## config.mk

```make
export PLATFORM = sky130hd
export DESIGN_NAME = aes_block_loader
export DESIGN_NICKNAME = d
export VERILOG_FILES = /design/src/rtl/aes_block_loader.sv
export SDC_FILE = /design/constraint.sdc
export NUM_CORES = 1
export LEC_CHECK = 0
export CORE_MARGIN = 2
export CORE_UTILIZATION = 68
export DETAILED_ROUTE_END_ITERATION = 8
export DONT_BUFFER_PORTS = 1
export GPL_ROUTABILITY_DRIVEN = 1
export PLACE_DENSITY = 0.84
export RECOVER_POWER = 100
export SLEW_MARGIN = 10
export SYNTH_ARGS = -nofsm -noshare
export SYNTH_HDL_FRONTEND = slang
export SYNTH_SLANG_ARGS = --single-unit
```

## constraint.sdc

```tcl
create_clock -name Clk -period 5.4 [get_ports Clk]
set_input_delay 0.81 -clock Clk [delete_from_list [all_inputs] [get_ports Clk]]
set_output_delay 0.81 -clock Clk [all_outputs]
set_load 0.02 [all_outputs]
```

## src/rtl/aes_block_loader.sv

```systemverilog
// Payload loader between the UART command decoder and the AES core: shifts NUM_BYTES
// bytes into a shadow register and publishes them atomically as Key or DataIn.
// Optional inter-byte gap watchdog enabled by defining LOADER_TIMEOUT_EN.
module aes_block_loader #(
  parameter int NUM_BYTES      = 16,
  parameter int CNT_W          = 5,
  parameter int TIMEOUT_CYCLES = 1000000
) (
  input  logic                   Clk,
  input  logic                   Rst,
  input  logic [7:0]             RxByte,
  input  logic                   RxByteValid,
  input  logic                   StartKey,
  input  logic                   StartData,
  output logic [8*NUM_BYTES-1:0] Key,
  output logic [8*NUM_BYTES-1:0] DataIn,
  output logic                   KeyValid,
  output logic                   DataValid,
  output logic                   Busy,
  output logic [CNT_W-1:0]       ByteCount,
  output logic                   Timeout
);

  localparam int BLK_W = 8 * NUM_BYTES;

  typedef enum logic [1:0] {
    IDLE,
    LOAD_KEY,
    LOAD_DATA
  } state_t;

  state_t             r_state,     w_stateNext;
  logic [BLK_W-1:0]   r_shadow,    w_shadowNext;
  logic [BLK_W-1:0]   r_key,       w_keyNext;
  logic [BLK_W-1:0]   r_data,      w_dataNext;
  logic [CNT_W-1:0]   r_count,     w_countNext;
  logic               r_keyValid,  w_keyValidNext;
  logic               r_dataValid, w_dataValidNext;
  logic               r_busy;
  logic               r_timeout,   w_timeoutNext;
  logic [BLK_W-1:0]   w_shifted;

  // First byte received ends up in the most significant byte.
  assign w_shifted = {r_shadow[BLK_W-9:0], RxByte};

`ifdef LOADER_TIMEOUT_EN
  localparam int GAP_W = $clog2(TIMEOUT_CYCLES + 1);
  logic [GAP_W-1:0] r_gap, w_gapNext;
`else
  logic w_unusedTimeoutCycles;
  assign w_unusedTimeoutCycles = (TIMEOUT_CYCLES == 0);
`endif

  always_ff @(posedge Clk) begin
    if (Rst) begin
      r_state     <= IDLE;
      r_shadow    <= '0;
      r_key       <= '0;
      r_data      <= '0;
      r_count     <= '0;
      r_keyValid  <= 1'b0;
      r_dataValid <= 1'b0;
      r_busy      <= 1'b0;
      r_timeout   <= 1'b0;
    end else begin
      r_state     <= w_stateNext;
      r_shadow    <= w_shadowNext;
      r_key       <= w_keyNext;
      r_data      <= w_dataNext;
      r_count     <= w_countNext;
      r_keyValid  <= w_keyValidNext;
      r_dataValid <= w_dataValidNext;
      r_busy      <= (w_stateNext != IDLE);
      r_timeout   <= w_timeoutNext;
    end
  end

`ifdef LOADER_TIMEOUT_EN
  always_ff @(posedge Clk) begin
    if (Rst) r_gap <= '0;
    else     r_gap <= w_gapNext;
  end
`endif

  always_comb begin
    w_stateNext     = r_state;
    w_shadowNext    = r_shadow;
    w_keyNext       = r_key;
    w_dataNext      = r_data;
    w_countNext     = r_count;
    w_keyValidNext  = 1'b0;
    w_dataValidNext = 1'b0;
    w_timeoutNext   = 1'b0;
`ifdef LOADER_TIMEOUT_EN
    w_gapNext       = '0;
`endif
    case (r_state)
      IDLE: begin
        // Count may still read NUM_BYTES during the valid-pulse cycle; clear it here.
        w_countNext = '0;
        if (StartKey)       w_stateNext = LOAD_KEY;
        else if (StartData) w_stateNext = LOAD_DATA;
      end
      LOAD_KEY, LOAD_DATA: begin
        if (StartKey || StartData) begin
          // A start pulse alongside a byte marks that byte as the command, not payload.
          w_countNext = '0;
          w_stateNext = StartKey ? LOAD_KEY : LOAD_DATA;
        end else if (RxByteValid) begin
          w_shadowNext = w_shifted;
          w_countNext  = r_count + 1'b1;
          if (r_count == CNT_W'(NUM_BYTES - 1)) begin
            w_stateNext = IDLE;
            if (r_state == LOAD_KEY) begin
              w_keyNext      = w_shifted;
              w_keyValidNext = 1'b1;
            end else begin
              w_dataNext      = w_shifted;
              w_dataValidNext = 1'b1;
            end
          end
        end else begin
`ifdef LOADER_TIMEOUT_EN
          if (r_gap == GAP_W'(TIMEOUT_CYCLES - 1)) begin
            w_stateNext   = IDLE;
            w_countNext   = '0;
            w_timeoutNext = 1'b1;
          end else begin
            w_gapNext = r_gap + 1'b1;
          end
`endif
        end
      end
      default: w_stateNext = IDLE;
    endcase
  end

  assign Key       = r_key;
  assign DataIn    = r_data;
  assign KeyValid  = r_keyValid;
  assign DataValid = r_dataValid;
  assign Busy      = r_busy;
  assign ByteCount = r_count;
  assign Timeout   = r_timeout;

endmodule

```

# Word-level counts from Yosys, hierarchy flattened
# Index checks and enable logic that the tools add are counted.
# op_classes
addsub	1
multipliers	0
div	0
order_cmp	0
n_eq_ne	4
n_shift	0
n_mux	12
bitwise_logic	5
reduce_logical	10
# ops
op	n
2-bit 2-to-1 mux	6
5-bit 2-to-1 mux	2
5-bit one-hot mux with 2 select lines	1
5-bit AND reduction	2
5-bit by 1-bit adder with 5-bit output, second input constant	1
5-bit by 4-bit equality test with 1-bit output, second input constant	1
1-bit inverter	5
5-bit OR reduction	1
2-bit one-hot mux with 2 select lines	1
2-bit nonzero test	2
3-bit != test, second input constant	1
3-bit AND reduction	1
2-bit by 1-bit equality test with 1-bit output, second input constant	1
2-bit equality test, second input constant	1
2-bit zero test	1
1-bit 2-to-1 mux	2
2-bit AND reduction	1
2-bit OR reduction	1
1-bit logical OR	1
# totals
ff_bits	386
latch_bits	0
ram_bits	0
mem_bits_ro	0
input_bits	13
output_inout_bits	265
word_cells	40
mem_count	0

# Logic depth before layout (Yosys ltp)
# Gate-level depths: netlist of the first run.
# logic_depth
word_depth	6
mapped_depth	8
ltp_nobuf	6

# Worst setup path after synthesis of the first run
# OpenSTA, ideal clock, no wires.
# synth_path
kind	input-to-reg
from	in StartKey
to	reg r_key[100] (netlist: Key[100])
setup_time_ps	72
t_arrival_ps	1800
required_time_ps	5328
setup_slack_ps	3528
cell_stages	6
n_path_buf	3
cell_sequence	and4bb_1 > and3_1 > buf_2 > buf_6 > buf_6 > mux2i_1
# synth_via
elab_chain_cells	3
# synth_lines
item	line	text
from (decl)	13	input logic StartKey,
1-bit logical OR	105	if (StartKey || StartData) begin
1-bit inverter (no source line)	-	
5-bit AND reduction (no source line)	-	
to (signal assigned)	68	r_key <= w_keyNext;
to (decl)	34	logic [BLK_W-1:0] r_key, w_keyNext;
# No other way between the ends.
# A chain may end at the register's enable or synchronous reset.

# Worst setup path in the final report of the first run
# layout_path
from	reg r_state[0]
to	reg r_key[36] (netlist: Key[36])
# layout_via
elab_chain_cells	3
elab_cells_between_ends	4
cone_classes	eq/ne (2); reduce/logical (2)
# layout_lines
item	line	text
from (decl)	32	state_t r_state, w_stateNext;
from (signal assigned)	66	r_state <= w_stateNext;
2-bit by 1-bit equality test with 1-bit output / 2-bit equality test (equally long branches)	97, 114	
2-bit OR reduction	97	case (r_state)
5-bit AND reduction (no source line) (*)	-	
# Every way passes the cells marked *; elsewhere a longest branch is shown, timed or not.

==> results of run 1 <==
-- cells by family (layout without fill, tap and decap cells) --
| kind of cell | Yosys count | after routing | share of synthesized area [%] |
|---|---|---|---|
| simple gates | 645 | 645 | 22.73 |
| buf+inv | 118 | 76 | 4.403 |
| compound gates | 133 | 133 | 4.494 |
| mux | 256 | 256 | 16.92 |
| flops | 386 | 386 | 51.02 |
| other cells | 1 | 1 | 0.02476 |
| fa+ha+maj | 5 | 5 | 0.4131 |
-- Yosys cell counts, drive strengths merged (2+ instances only) --
| master | n |
|---|---|
| a21oi | 125 |
| a311oi | 2 |
| and3 | 2 |
| buf | 44 |
| clkbuf | 70 |
| dfxtp | 386 |
| ha | 5 |
| inv | 4 |
| mux2i | 256 |
| nand2 | 241 |
| nand2b | 385 |
| nand3b | 2 |
| nor2 | 5 |
| nor4b | 2 |
| o21ai | 3 |
-- cell type report --
class | instances | area [µm²]
well taps | 280 | 350.3
clock buffers | 57 | 1176
repair buffers | 8 | 65.06
flip-flops and latches | 386 | 7727
multi-input cells | 1040 | 6756
fillers | 1503 | 5645
clock inverters | 7 | 87.58
inverters | 4 | 15.01
-- sequential cells by signal, summed over array words and instances, names as in the netlist --
name / count
Busy: 1
ByteCount: 5
DataIn: 128
DataValid: 1
Key: 128
KeyValid: 1
r_shadow: 120
r_state: 2
-- routing by layer --
layer	track usage [%]	part of all wire [%]	up-vias
met1	31.76	41	4753
met2	43.39	49	257
met4	7.672	2.3	0
met3	8.449	7.9	56
li1	-	-	4878
met5	0	0	-
-- power breakdown --
group,internal (µW),total [µW],switching [µW]
Clock,1590,2630,1040
Combinational,49.5,77.3,27.8
Sequential,2850,2860,4.75
-- final timing paths --
path                                              endpoint  slack, ns                        from
worst max-delay path                  Key[36]$_SDFFE_PP0P_       1.31       r_state[0]$_SDFF_PP0_
worst min-delay path                 r_state[1]$_SDFF_PP0_       0.39                    StartKey
worst max register to register        Key[36]$_SDFFE_PP0P_       1.31       r_state[0]$_SDFF_PP0_
worst min register to register  r_shadow[115]$_SDFFE_PP0P_       0.46  r_shadow[115]$_SDFFE_PP0P_
-- worst max-delay path, stage by stage, from the launching register on --
cell      delay, ns
dfxtp_1        0.40
inv_1          0.06
ha_1           0.38
and4bb_1       1.11
and3_4         0.91
clkbuf_2       0.84
mux2i_1        0.28
-- stage by stage --
| stage | utilization (%) | power (µW) |
|---|---|---|
| after CTS | 74.26 | 5603 |
| after floorplan | - | 3025 |
| final | 74.13 | 5565 |
| after detailed placement | 68.47 | 2995 |
| after global routing | 74.13 | 5717 |
| after global placement | 68.47 | 2994 |
==> results_dict.tcl, run 1 <==
set metrics [dict create \
    run_status "finished with violations" \
    failed_checks "max-capacitance violations, max-slew violations" \
    die_w_um 153.2 \
    p_per_area_nw_per_um2 344.0 \
    total_leakage_power_uw 0.006016 \
    cts_buffers 38 \
    dp_slack_ns 2.158 \
    dp_cells 1718 \
    synth_nets 1562 \
    yosysWarnings 0 \
    dp_hpwl_um 19710 \
    crit_type "reg -> reg" \
    viasPerCell 5.580 \
    min_path_cells 1 \
    critPathMaxFanout 48 \
    layout.cells.most_common "dfxtp_1" \
    ys_seq_area_share_pct 51.02 \
    die_y_um 153.2 \
    port_buffers 0 \
    placed_cell_area_um2 14940 \
    post_cts_buffers 0 \
    grt_pass1_vias 9864 \
    fin_nets 1496 \
    drv_cap 2 \
    synth_area_leaders "dfxtp_1, mux2i_1, nand2b_1, nand2_1, a21oi_1" \
    wl_per_cell_um 17.64 \
    antenna_cells 0 \
    worst_slack_ns 1.307 \
    clock-root-buffer "clkbuf_16" \
    critPathCaptureType "register" \
    drv_slew 108 \
    ys.flop_type "dfxtp_1" \
    slew_headroom_pct -40.66 \
    ctsHtreeMaxLevel 2 \
    die_area_um2 23480 \
    rsz0062_at_grt "false" \
    finalNonFillerCells 1782 \
    numClockSinks 386 \
    start_util_pct 69.40 \
    fin_area_um2 16180 \
    num_io_pins 278 \
    track_usage_pct 25.83 \
    drc_errors 0 \
    dr.pass1.iters 7 \
    hold_ws_ns 0.3931 \
    required_ns 5.82 \
    async_reset_ff_share_pct 0 \
    ant_nets 0 \
    vias 9944 \
    setup_viol 0 \
    cts_tree "done" \
    tightest_slew_ns 2.110 \
    coreArea_um2 21820 \
    ctsHoldBuffers 0 \
    min_period_ns 4.093 \
    finalCritPeriodShare_pct 75.80 \
    grt_max_degree 513 \
    synth_area_um2 15150 \
    grt-ovfl-total 0 \
    ys_types 30 \
    timing.fmax_ghz 0.2443 \
    finalSetupTns_ns 0 \
    drtIter0Drc 682 \
    synth_top_area_share_pct 51.02 \
    insertion_delay_ns 0.52 \
    std_cell_rows 54 \
    syn_area_per_cell_um2 9.809 \
    skew_ns 0.01116 \
    clkTransAtPathRegs_ns 0.06 \
    postCtsResizedCells 0 \
    reg2reg_depth 6 \
    drive_above_1_share_pct 4.394 \
    finalHoldViolations 0 \
    clockBufferDepth 3 \
    area_growth_pct 6.815 \
    cp-start-kind "register" \
    totalWireLength_um 31430 \
    synthCells 1544 \
    arrival_ns 4.51 \
    irDropWorstVdd_mv 0.2408 \
    place_congestion 0.8506 \
    grt_pass1_wl_um 50720 \
    yosysTopAreaCell "dfxtp_1" \
    antenna_found_initial 0 \
    synth_seq_cells 386 \
    min_path_type "in -> reg" \
    synth_edf_count 0 \
    mostFrequentLayoutCells "dfxtp_1, nand2b_1, mux2i_1, nand2_1, a21oi_1" \
]
Power figures use the tool's default switching activity.
==> run 2, diff against run 1 <==
Settings changed: CORE_UTILIZATION 68 to 57, PLACE_DENSITY 0.84 to 0.75.
Clock period 5.4 ns to 3.3 ns, I/O delays scaled along.
==> run 2 against run 1 <==
  * Non-clock buffer count is 2 higher
  * The run now ends clean
  * Global-route usage decreased by 3.4 points
  * Core utilization decreased by 12 points
  * First-iteration DRC count fell by 6.3%
  * Largest power group unchanged
  * Via count shrank 1.2%
  * Clock skew shrank 0.0012 ns
  * Critical path depth is the same
  * Die area increased by 19%
  * Clock-buffer cell count grew 2
  * Critical endpoint is now DataIn[81]$_SDFFE_PP0P_
  * Sequential power is 63% higher
  * Clock power rose by 61%
==> results_dict.tcl, run 2 (synthesis results as in run 1) <==
set metrics [dict create \
    run_status "finished clean" \
    coreArea_um2 26060 \
    min_path_type "in -> reg" \
    area_growth_pct 7.559 \
    irDropWorstVdd_mv 0.5645 \
    postCtsResizedCells 0 \
    dp_hpwl_um 20260 \
    mostFrequentLayoutCells "dfxtp_1, nand2b_1, mux2i_1, nand2_1, a21oi_1" \
    place_congestion 0.7586 \
    dp_cells 1775 \
    critPathMaxStageDelay_ns 0.92 \
    p_per_area_nw_per_um2 555.4 \
    finalNonFillerCells 1844 \
    crit_type "reg -> reg" \
    grt-ovfl-total 0 \
    crit_path_top_delay_cell "clkbuf_4" \
    insertion_delay_ns 0.51 \
    post_cts_buffers 0 \
    die_w_um 167.0 \
    cts_tree "done" \
    viasPerCell 5.325 \
    critPathMaxFanout 60 \
    min_period_ns 2.809 \
    cpLargestDelayFamily "buffers and inverters" \
    die_area_um2 27890 \
    ant_nets 0 \
    drv_slew 0 \
    layout.cells.most_common "dfxtp_1" \
    drv_cap 0 \
    finalSetupTns_ns 0 \
    dr.pass1.iters 4 \
    grt_pass1_wl_um 51760 \
    die_y_um 167.0 \
    tightest_slew_ns 1.291 \
    ctsHoldBuffers 0 \
    numClockSinks 386 \
    antenna_cells 0 \
    std_cell_rows 59 \
    start_util_pct 58.12 \
    clkTransAtPathRegs_ns 0.06 \
    finalHoldViolations 0 \
    port_buffers 0 \
    totalWireLength_um 32270 \
    slew_headroom_pct 13.93 \
    drc_errors 0 \
    critPathCaptureType "register" \
    num_io_pins 278 \
    timing.fmax_ghz 0.3560 \
    clockBufferDepth 3 \
    hold_ws_ns 0.06426 \
    total_leakage_power_uw 0.006034 \
    antenna_found_initial 0 \
    arrival_ns 3.22 \
    grt_max_degree 513 \
    wl_per_cell_um 17.50 \
    setup_viol 0 \
    drtIter0Drc 639 \
    crit_chain "inv_1 -> ha_1 -> and4bb_4 -> nand3b_1 -> clkbuf_4 -> mux2i_1" \
    vias 9820 \
    cp-start-kind "register" \
    track_usage_pct 22.45 \
    skew_ns 0.009920 \
    finalCritPeriodShare_pct 85.12 \
    ctsHtreeMaxLevel 2 \
    required_ns 3.71 \
    fin_nets 1499 \
    clock-root-buffer "clkbuf_16" \
    rsz0062_at_grt "false" \
    drive_above_1_share_pct 4.705 \
    worst-path-buf-inv 2 \
    cts_buffers 39 \
    grt_pass1_vias 9642 \
]
-- run 2: final timing paths --
path	start	to	slack, ns	cells past startpoint
max	r_state[0]$_SDFF_PP0_	DataIn[81]$_SDFFE_PP0P_	0.49	6
min	StartKey	r_state[1]$_SDFF_PP0_	0.06	1
max reg2reg	r_state[0]$_SDFF_PP0_	DataIn[81]$_SDFFE_PP0P_	0.49	6
min reg2reg	r_shadow[119]$_SDFFE_PP0P_	r_shadow[119]$_SDFFE_PP0P_	0.45	2
-- run 2: metal layers --
| layer | track usage, % | routed length, µm | vias to the layer above |
|---|---|---|---|
| met5 | 0 | 0 | - |
| met4 | 6.522 | 724 | 0 |
| met3 | 6.844 | 2466 | 49 |
| met2 | 37.65 | 15490 | 241 |
| met1 | 27.94 | 13590 | 4633 |
| li1 | - | - | 4897 |
-- run 2: through the flow --
stage | util (%) | power (µW) | worst slack (ns) | cell area (µm²)
final | 62.52 | 9048 | 0.4909 | 16290
after global routing | 62.52 | 9321 | 0.3443 | 16290
after CTS | 62.61 | 9143 | 0.7347 | 16310
after detailed placement | 57.85 | 4905 | 0.7749 | 15080
after global placement | 57.85 | 4904 | 0.8932 | 15080
after floorplan | - | 4950 | 1.453 | 15150
-- run 2: area by class of cell --
cell class                      instances  area, µm²
Fill cell                            2188       9768
Sequential cell                       386       7727
Multi-Input combinational cell       1040       6773
Clock buffer                           59       1164
Tap cell                              335      419.2
Timing Repair Buffer                   10      117.6
Clock inverter                         10      75.07
Inverter                                4      15.01
-- run 2: power breakdown --
part	internal (µW)	switching (µW)	leakage, µW
registers	4660	8.80	0.00311
logic	85.1	47.0	0.00231
clock network	2510	1730	0.000618
total	7260	1790	0.00603
==> run 3, diff against run 2 <==
--- a/config.mk
+++ b/config.mk
@@ -8,3 +8,3 @@
 export CORE_MARGIN = 2
-export CORE_UTILIZATION = 57
+export CORE_UTILIZATION = 63
 export DETAILED_ROUTE_END_ITERATION = 8
@@ -12,3 +12,3 @@
 export GPL_ROUTABILITY_DRIVEN = 1
-export PLACE_DENSITY = 0.75
+export PLACE_DENSITY = 0.79
 export RECOVER_POWER = 100
==> constraint.sdc (replaced) <==
create_clock -name Clk -period 3.2 [get_ports Clk]
set_input_delay 0.48 -clock Clk [delete_from_list [all_inputs] [get_ports Clk]]
set_output_delay 0.48 -clock Clk [all_outputs]
set_load 0.1 [all_outputs]
==> run 3 against run 2 <==
  * Fmax up 6.8%
  * Flip-flop and latch count unchanged
  * Clock power up 5.0%
  * Highest routed layer unchanged
  * Sequential share of layout area down 0.098 points
  * Register-to-register slack better by 0.08 ns
  * Global-route usage up 1.8 points
  * Critical path type unchanged
  * Combinational power up 6%
  * Clock skew about the same
  * Hold slack worse by 0.032 ns
  * First-iteration DRC count up 13%
==> results_dict.tcl, run 3 (synthesis results as in run 1) <==
set metrics [dict create \
    dp_hpwl_um 19990 \
    worst-path-buf-inv 2 \
    min_path_cells 1 \
    utilization_pct 69.34 \
    fin_nets 1505 \
    finalSetupTns_ns 0 \
    vias 9921 \
    cp-start-kind "register" \
    ctsHoldBuffers 0 \
    numClockSinks 386 \
    port_buffers 0 \
    power.internal_uw 7519 \
    postCtsResizedCells 0 \
    grt-ovfl-total 0 \
    die_area_um2 25300 \
    finalNonFillerCells 1833 \
    irDropWorstVdd_mv 0.4291 \
    antenna_found_initial 0 \
    totalWireLength_um 31790 \
    area_growth_pct 7.782 \
    clkTransAtPathRegs_ns 0.06 \
    start_util_pct 64.33 \
    insertion_delay_ns 0.52 \
    worst-path-stages 6 \
    std_cell_rows 56 \
    switching_share_pct 20.17 \
    reg2reg_depth 6 \
    rsz0062_at_grt "false" \
    coreArea_um2 23540 \
    crit_path_top_delay_cell "clkbuf_2" \
    cts_buffers 38 \
    critPathCaptureType "register" \
    clock-root-buffer "clkbuf_16" \
    p_per_area_nw_per_um2 577.0 \
    ctsHtreeMaxLevel 2 \
    cts_tree "done" \
    drc_errors 0 \
    grt_pass1_wl_um 50940 \
    setup_viol 0 \
    tightest_slew_ns 1.435 \
    die_y_um 159.1 \
    critPathMaxStageDelay_ns 0.75 \
    arrival_ns 3.06 \
    clockBufferDepth 3 \
    skew_ns 0.01019 \
    die_w_um 159.1 \
    finalCritPeriodShare_pct 82.19 \
    dr.pass1.iters 5 \
    dp_cells 1766 \
    cpLargestDelayFamily "buffers and inverters" \
    viasPerCell 5.412 \
    grt_max_degree 513 \
    antenna_cells 0 \
    slew_headroom_pct 4.310 \
    ant_nets 0 \
    pwr-share-seq_pct 51.2 \
    timing.fmax_ghz 0.3802 \
    place_congestion 0.7536 \
    wl_per_cell_um 17.34 \
    drv_slew 0 \
    drv_cap 0 \
    crit_chain "inv_1 -> ha_1 -> and4bb_4 -> and3_1 -> clkbuf_2 -> mux2i_1" \
    mostFrequentLayoutCells "dfxtp_1, nand2b_1, mux2i_1, nand2_1, a21oi_1" \
    min_path_type "in -> reg" \
    power_frac_comb_pct 1.5 \
    total_leakage_power_uw 0.006065 \
    required_ns 3.63 \
    track_usage_pct 24.20 \
    p_clk_share_pct 47.3 \
    drive_above_1_share_pct 4.954 \
    critPathMaxFanout 26 \
    crit_type "reg -> reg" \
    grt_pass1_vias 9686 \
    post_cts_buffers 0 \
    finalHoldViolations 0 \
    net-switching-power_uw 1900 \
    num_io_pins 278 \
    min_period_ns 2.630 \
    run_status "finished clean" \
    layout.cells.most_common "dfxtp_1" \
    drtIter0Drc 721 \
]
==> run 3: worst paths after layout <==
path	start	to	slack [ns]
max	r_state[1]$_SDFF_PP0_	Key[46]$_SDFFE_PP0P_	0.57
min	Rst	r_shadow[20]$_SDFFE_PP0P_	0.03
max reg2reg	r_state[1]$_SDFF_PP0_	Key[46]$_SDFFE_PP0P_	0.57
min reg2reg	r_shadow[119]$_SDFFE_PP0P_	r_shadow[119]$_SDFFE_PP0P_	0.46
==> run 3: per-stage QoR <==
step / setup WS (ns) / power [µW] / hold slack [ns] / instance area (µm²)
after floorplan: 0.7495 / 5121 / 0.4368 / 15150
after global placement: 1.077 / 5073 / 0.4444 / 15100
after detailed placement: 1.024 / 5074 / 0.4486 / 15100
after CTS: 0.9669 / 9485 / 0.02191 / 16360
after global routing: 0.4233 / 9693 / 0.02208 / 16320
final: 0.5698 / 9419 / 0.03184 / 16320
==> run 3: routing by layer <==
metal	wire [µm]	vias to the layer above	GRT usage, %
met5	0	-	0
met2	14900	253	39.88
met3	2426	58	7.710
met4	881	0	8.306
met1	13580	4702	30.10
li1	-	4908	-
==> run 3: power groups by stage <==
stage	registers (µW)	clock network, µW	logic (µW)
floorplan	4940	0	185
global placement	4930	0	139
detailed placement	4930	0	140
CTS	4830	4520	140
global route	4820	4720	147
finish	4830	4450	140
==> run 3: area by class of cell <==
class,instances,area (µm²)
Sequential cell,386,7727
Fill cell,1810,7218
Multi-Input combinational cell,1040,6771
Clock buffer,56,1172
Tap cell,319,399.1
Timing Repair Buffer,17,148.9
Clock inverter,11,90.09
Inverter,4,15.01
